--- src/rtl/fetch_unit.sv ---
// rtl/fetch_unit.sv - instruction fetch stage: PC issue, response capture, tagged FIFO to decode
// Absorbs the instruction memory's one-cycle latency and post-reset priming response.
module fetch_unit #(
    parameter int          DEPTH     = 4,
    parameter logic [31:0] RESET_PC  = 32'h0,
    parameter int          MEM_BYTES = 1024
) (
    input  logic        clk,
    input  logic        rstn,
    output logic [31:0] PC,
    input  logic [31:0] instr,
    input  logic        stop,
    input  logic        redirect_valid,
    input  logic [31:0] redirect_pc,
    output logic        out_valid,
    output logic [31:0] out_instr,
    output logic [31:0] out_pc,
    input  logic        out_ready,
    output logic        fetch_done
);
    localparam int          AW      = $clog2(DEPTH);
    localparam logic [31:0] LAST_PC = 32'(MEM_BYTES - 4);

    typedef enum logic [1:0] {S_PRIME, S_FETCH, S_DONE} state_t;

    state_t          state_q, state_d;
    logic [31:0]     pc_q;
    logic [31:0]     rsp_pc;
    logic            pend;
    logic [31:0]     fifo_instr [DEPTH];
    logic [31:0]     fifo_pc    [DEPTH];
    logic [AW-1:0]   wr_ptr, rd_ptr;
    logic [AW:0]     count;

    logic in_range, has_room, capture, push, stop_cap, pop, issue;

    // count ignores any same-edge pop so the memory response can never overflow the FIFO
    always_comb begin
        in_range = (pc_q <= LAST_PC);
        has_room = ((count + {{AW{1'b0}}, pend}) < (AW+1)'(DEPTH));
        capture  = pend && !redirect_valid;
        push     = capture && !stop;
        stop_cap = capture && stop;
        pop      = out_valid && out_ready && !redirect_valid;
        issue    = (state_q == S_FETCH) && !redirect_valid && !stop_cap && in_range && has_room;
    end

    always_comb begin
        state_d = state_q;
        case (state_q)
            S_PRIME: state_d = S_FETCH;
            S_FETCH: if (stop_cap || !in_range) state_d = S_DONE;
            S_DONE:  state_d = S_DONE;
            default: state_d = S_PRIME;
        endcase
        if (redirect_valid) state_d = S_FETCH;
    end

    always_ff @(posedge clk or negedge rstn) begin
        if (!rstn) begin
            state_q <= S_PRIME;
            pc_q    <= RESET_PC;
            rsp_pc  <= '0;
            pend    <= 1'b0;
            wr_ptr  <= '0;
            rd_ptr  <= '0;
            count   <= '0;
        end else begin
            state_q <= state_d;
            if (redirect_valid) begin
                pc_q   <= redirect_pc;
                pend   <= 1'b0;
                wr_ptr <= '0;
                rd_ptr <= '0;
                count  <= '0;
            end else begin
                pend <= issue;
                if (issue) begin
                    rsp_pc <= pc_q;
                    pc_q   <= pc_q + 32'd4;
                end else if (stop_cap) begin
                    pc_q <= rsp_pc;
                end
                if (push) wr_ptr <= wr_ptr + 1'b1;
                if (pop)  rd_ptr <= rd_ptr + 1'b1;
                count <= count + (AW+1)'(push) - (AW+1)'(pop);
            end
        end
    end

    // storage needs no reset; the head is masked while the FIFO is empty
    always_ff @(posedge clk) begin
        if (push) begin
            fifo_instr[wr_ptr] <= instr;
            fifo_pc[wr_ptr]    <= rsp_pc;
        end
    end

    assign PC         = pc_q;
    assign out_valid  = (count != '0);
    assign out_instr  = out_valid ? fifo_instr[rd_ptr] : 32'h0;
    assign out_pc     = out_valid ? fifo_pc[rd_ptr] : 32'h0;
    assign fetch_done = (state_q == S_DONE);
endmodule

--- config.mk ---
export PLATFORM = sky130hd
export DESIGN_NAME = fetch_unit
export DESIGN_NICKNAME = d
export VERILOG_FILES = /design/src/rtl/fetch_unit.sv
export SDC_FILE = /design/constraint.sdc
export NUM_CORES = 1
export LEC_CHECK = 0
export CAP_MARGIN = 10
export CORE_UTILIZATION = 50
export CTS_CLUSTER_SIZE = 14
export DETAILED_ROUTE_END_ITERATION = 7
export HOLD_SLACK_MARGIN = 0.15
export MAX_ROUTING_LAYER = met4
export PLACE_DENSITY = 0.74
export SLEW_MARGIN = 20
export SYNTH_ARGS = -nofsm -noshare
export SYNTH_HDL_FRONTEND = slang
export SYNTH_SLANG_ARGS = --single-unit
--- constraint.sdc ---
create_clock -name clk -period 3.05 [get_ports clk]
set_input_delay 0.305 -clock clk [delete_from_list [all_inputs] [get_ports clk]]
set_output_delay 0.305 -clock clk [all_outputs]
set_load 0.005 [all_outputs]
**After elaboration in Yosys (flattened, before gate mapping)**

Memories as Yosys holds them, arrays and structs flattened.
Cells that the tools add are included.

- Input port bits: 69
- Register bits after elaboration: 74
- Logic and storage cells: 57
- Memory bits (writable): 256
- Output and inout bits: 98
- Memories kept: 2

- Multiplexer cells: 16
- Bitwise operators: 1
- Add/sub/neg operators: 6
- Reductions and logical operators: 20
- Order comparisons: 2
- Eq/ne operators: 3

Memory list:

| name | depth | width | read ports | clocked after memory_dff | write ports | RTL line | text |
|---|---|---|---|---|---|---|---|
| fifo_instr | 4 | 32 | 1 | 0 | 1 | 30 | `logic [31:0] fifo_instr [DEPTH];` |
| fifo_pc | 4 | 32 | 1 | 0 | 1 | 31 | `logic [31:0] fifo_pc [DEPTH];` |

Operators with widths:

| kind | count |
|---|---|
| 32-bit 2-to-1 mux | 5 |
| 32-bit by 3-bit adder with 32-bit output (second input constant) | 1 |
| 32-bit by 10-bit <= comparator with 1-bit output (second input constant) | 1 |
| 2-bit 2-to-1 mux | 6 |
| 1-bit logical AND | 9 |
| 3-bit by 1-bit adder with 3-bit output | 2 |
| 2-bit case mux with 3 select lines | 1 |
| 3-bit nonzero test | 2 |
| 2-bit by 1-bit adder with 2-bit output (second input constant) | 2 |
| 1-bit zero test | 4 |
| 2-bit nonzero test | 2 |
| 3-bit < comparator (second input constant) | 1 |
| 1-bit 2-to-1 mux | 3 |
| 3-bit 2-to-1 mux | 1 |
| 3-bit by 2-bit != test with 1-bit output (second input constant) | 1 |
| 3-bit by 1-bit subtractor with 3-bit output | 1 |
| 2-bit by 1-bit == test with 1-bit output (second input constant) | 1 |
| 2-bit == test (second input constant) | 1 |
| 2-bit zero test | 1 |
| 2-bit AND reduction | 1 |
| 1-bit logical OR | 1 |
| 1-bit inverter | 1 |

**Logic depth before layout (Yosys ltp)**

- Depth after elaboration: 9
- Gate-level depth with buffers: 12
- Mapped depth without buffers: 10

**Least setup slack after synthesis**

OpenSTA, ideal clock, no wires.

- Kind: reg2reg
- From: reg pend
- To: mem fifo_instr[0][0], enable pin
- Cell stages (with the launch flop): 5
- Data arrival time: 2.465 ns
- Buffers on the path: 2
- Slack: 0.155 ns
- Clock period less this slack: 2.895 ns
- Path through: dfrtp_1 -> clkbuf_1 -> nor2b_1 -> clkbuf_1 -> and3_1

- Cells in the longest elaborated chain, start to end: 4

Ends and longest elaborated chain:

| element | RTL line | text |
|---|---|---|
| from (decl) | 29 | `logic pend;` |
| from (signal assigned) | 77 | `pend <= issue;` |
| 1-bit logical AND | 41 | `capture = pend && !redirect_valid;` |
| 1-bit logical AND | 42 | `push = capture && !stop;` |
| 1-bit 2-to-1 mux | 93 | `if (push) begin` |
| 1-bit 2-to-1 mux (not written as such) | 94 | `fifo_instr[wr_ptr] <= instr;` |
| to (decl) | 30 |  |

No other way between the ends.

**Final worst setup path**

- From: reg rd_ptr[0]
- To: out out_instr[23]

- Cells in the longest elaborated chain, start to end: 2

Ends and longest elaborated chain:

| element | RTL line | text |
|---|---|---|
| from (decl) | 32 | `logic [AW-1:0] wr_ptr, rd_ptr;` |
| from (signal assigned) | 85 | `if (pop) rd_ptr <= rd_ptr + 1'b1;` |
| memory 4 x 32 bit | n/a |  |
| 32-bit 2-to-1 mux | 101 | `assign out_instr = out_valid ? fifo_instr[rd_ptr] : 32'h0;` |
| to (decl) | 16 | `output logic [31:0] out_instr,` |

No other way between the ends.

==> impl_summary.txt <==
----------------------------------------------------
[Setup path]
  Worst EP arrival ... 2.57 ns
  Critical path's slowest cell ... dfrtp_4
  Buffers and inverters on the worst path ... 2
  Startpoint of the lowest-slack register-to-register path ... state_q[1]
  Required time at the endpoint of the critical path ... 2.74 ns
  Maximum fanout encountered on the critical timing path ... 21
  Worst setup SP type ... register
  Crit path kind ... register to output port
  Reg2Reg Capture Point ... rsp_pc[8]
  Crit. End Element ... output port
  Critical-path cell list ... buf_12, mux4_2, and2_1, clkdlybuf4s50_1
  Reg-to-reg slack, setup ... 0.38 ns
  Slowest stage delay, CP ... 0.64 ns
  Reg2Reg Depth ... 7
  Family of cells with the greatest summed delay on the critical path ... buffers and inverters

[Timing]
  Pin slew with the least headroom to its limit ... 0.966 ns
  Unrepaired setup endpoints after global routing ... false
  Crit path time final ... 2.87 ns
  Remaining max-slew budget at the tightest pin ... 35.6%
  Setup TNS Final ... 0 ns
  Fraction of the cycle the final worst path needs ... 94.2%
  Final setup margin ... 0.178 ns
  Final hold vios ... 0
  Maximum clock frequency ... 0.348 GHz
  Fin Clk Skew ... 0.0139 ns
  Finish-stage setup viols ... 0
  Number of max-slew violations in the final report ... 0

[Hold path]
  Endpoint, Worst Hold ... rd_ptr[1]
  WHS Path Cells ... 3
  Start point of the worst hold path ... redirect_valid
  Class of the worst hold path ... input port to register

[Synthesis]
  Adder-cell area share of the yosys netlist ... 1.10%
  Area fraction in compound gates after synthesis ... 2.62%
  Main combinational cell family by area after synthesis ... multiplexers
  Fraction of synthesized cell area in xor and xnor cells ... 0.731%
  Biggest area contributors in the synthesized netlist ... edfxtp_1, dfrtp_1, mux4_2
  Yosys warning count ... 0
  Fraction of registers with async set or reset after synthesis ... 22.4%
  Most area-hungry cell type in the Yosys netlist ... edfxtp_1
  Area fraction in and, or, nand and nor cells after synthesis ... 7.98%
  Post-synthesis sequential element count ... 330
  Multiplexer area fraction after synthesis ... 13.6%
  Post-synth design cell area ... 0.0132 mm2
  Post-synth EDFFs ... 256
  Share of synthesized area occupied by flip-flops and latches ... 72.4%
  Post-synthesis cell type count ... 48
  Synthesized area divided by synthesized cell count ... 18.0 um2
  Share of the synthesized area in the top cell type ... 58.3%
  Instance count of the mapped netlist ... 731
  Most instantiated flip-flop cell in the synthesis netlist ... edfxtp_1
  Net Count, Synth ... 811

[Pwr]
  Reported leakage power ... 6.06 nW
  Peak supply drop ... 0.000316 V
  Power per cell area ... 573 mW/mm2

[Clock network]
  Post-CTS setup buffer count ... 0
  Deepest level of the CTS H-tree ... 2
  Number of clock sinks ... 330
  Clock Root Buffer ... clkbuf_16
  TritonCTS clock tree ... yes
  Clock slew at reported path FFs ... 0.06 ns
  Cells resized by post-CTS repair ... 0
  Inserted Clock Buffers ... 34
  Maximum buffer depth of the clock tree ... 3
  Clock latency reported for the late side of the worst-skew pair ... 0.50 ns

[Layout]
  Multi-input gate area ... 0.00346 mm2
  Most frequent cells in the layout ... edfxtp_1, clkdlybuf4s50_1, and2_1
  Antenna diode instance count ... 0
  Net count of the finished layout ... 994
  Leading cell type in the layout, fill and taps excluded ... edfxtp_1
  Sequential Area ... 0.00955 mm2
  Fraction of final layout cells sized beyond drive strength 1 ... 16.2%
  Area delta synth->final ... 25.4%
  Fill cell instance count of the final layout ... 1828

[Status]
  Result of the run ... complete, no violations

[Drt]
  Drt via density ... 5.56
  DRC viols ... 0
  Number of detailed-route iterations in the first pass ... 5
  Number of vias in the routed layout ... 7077
  Count of nets left with antenna violations after detail routing ... 0
  Total routed wirelength ... 26200 um
  Drt first-iter violations ... 579
  Mean routed wirelength per cell ... 20.6 um

[GRT]
  Initial antenna violation count ... 0
  Largest net degree at the start of global routing ... 75
  Sum of overflow across all layers after global routing ... 0
  Wire length of the first global-routing pass ... 40900 um
  Overall fraction of global-route tracks in use ... 20.9%
  Vias in the first global route ... 7315

[Floorplan]
  Die width ... 164 um
  Count of standard-cell rows ... 59
  Core area ... 0.0260 mm2
  Die Outline Area ... 0.0270 mm2
  Vertical die dimension ... 164 um
  I/O Pins ... 167
  Initial cell density of the core ... 50.7%

[Flow run]
  Reported max-cap violation count ... 0

[Place]
  Gp weighted congestion ... 0.878
  Sum of net half-perimeters after detailed placement ... 16200 um
  IO Port Bufs ... 166
  Worst setup slack after placement ... 0.412 ns

----------------------------------------------------
[where the power goes]
group          switching [mW]  total (mW)  internal (mW)  leakage [nW]
Clock                    1.62        4.16           2.54         0.547
Sequential             0.0549        4.92           4.86          3.40
Combinational           0.164       0.384          0.220          2.11
[Yosys cell counts, types with 2 or more instances]
| cell type | n |
|---|---|
| xnor2_1 | 5 |
| clkbuf_1 | 27 |
| and2_1 | 89 |
| inv_1 | 12 |
| a211o_1 | 2 |
| mux4_2 | 64 |
| buf_1 | 7 |
| nor2_1 | 14 |
| nand3_1 | 7 |
| dfrtp_1 | 74 |
| buf_2 | 4 |
| or3_1 | 2 |
| a31oi_1 | 3 |
| mux2i_1 | 23 |
| and3_1 | 9 |
| nor4_2 | 3 |
| a221oi_1 | 3 |
| a21oi_1 | 7 |
| nor4b_1 | 2 |
| nor4b_2 | 2 |
| nand2_1 | 31 |
| nor4_1 | 4 |
| nor2b_1 | 3 |
| nor3_1 | 2 |
| a221o_1 | 2 |
| a22oi_1 | 2 |
| a211oi_1 | 4 |
| ha_1 | 10 |
| xor2_1 | 6 |
| edfxtp_1 | 256 |
| a22o_1 | 2 |
| o21ai_0 | 24 |
| nand4_1 | 2 |
| mux2_1 | 10 |
[area by class of cell]
cell class              instances  share of cell area (%)
flip-flops and latches        330                    57.8
multi-input cells             350                    20.9
repair buffers                186                    11.6
clock buffers                  43                    5.73
well taps                     335                    2.54
clock inverters                17                    1.17
inverters                      12                   0.273
[metrics by stage]
| step | instance area, um2 | hold WS, ns | power [mW] | util, % | instances |
|---|---|---|---|---|---|
| finish | 16500 | 0.291 | 9.46 | 63.6 | 1273 |
| global placement | 15400 | 0.514 | 5.39 | 59.2 | 1212 |
| global route | 16500 | 0.303 | 9.75 | 63.6 | 1273 |
| detailed placement | 15400 | 0.523 | 5.39 | 59.2 | 1212 |
| floorplan | 13200 | 0.00941 | 5.12 | - | 731 |
| CTS | 16500 | 0.272 | 9.55 | 63.6 | 1273 |
[worst min-delay path, stage by stage]
cell    delay (ns)
buf_2         0.12
buf_4         0.25
nor2_1        0.07
[flip-flops by register name, summed over array words and instances (netlist names)]
name	count
PC	32
count	3
fifo_instr	128
fifo_pc	128
pend	1
rd_ptr	2
rsp_pc	32
state_q	2
wr_ptr	2
[kinds of logic (layout without fill, tap and decap cells)]
group / count (synthesis) / after routing
simple gates: 176 / 176
xor+xnor: 11 / 11
fa+ha+maj: 11 / 11
flops: 330 / 330
buf+inv: 51 / 258
mux: 98 / 98
compound gates: 54 / 54
[metal layers]
metal | vias up | part of all wire, % | track usage (%)
li1 | 3193 | - | -
met1 | 3588 | 43 | 28.4
met2 | 261 | 49 | 33.2
met3 | 35 | 6.2 | 2.95
met4 | 0 | 1.9 | 5.98
met5 | - | 0 | -
[timing repair]
action	CTS	global route
endpoints found under the hold margin	74	0
hold buffers	1	0
endpoints found under the setup margin	0	0
[worst max-delay path by stage]
stage | startpoint | end | slack (ns) | cells past startpoint
5_1_grt | rd_ptr[0] | out_instr[31] | 0.03 | 4
4_1_cts | rd_ptr[0] | out_pc[11] | 0.11 | 4
2_1_floorplan | pend | fifo_instr[0][0] | 0.16 | 4
3_3_place_gp | state_q[1] | rsp_pc[2] | 0.47 | 7
6_report | rd_ptr[0] | out_instr[23] | 0.18 | 4
3_5_place_dp | state_q[1] | rsp_pc[2] | 0.41 | 7
No activity file was read; power rests on OpenSTA's default activity.
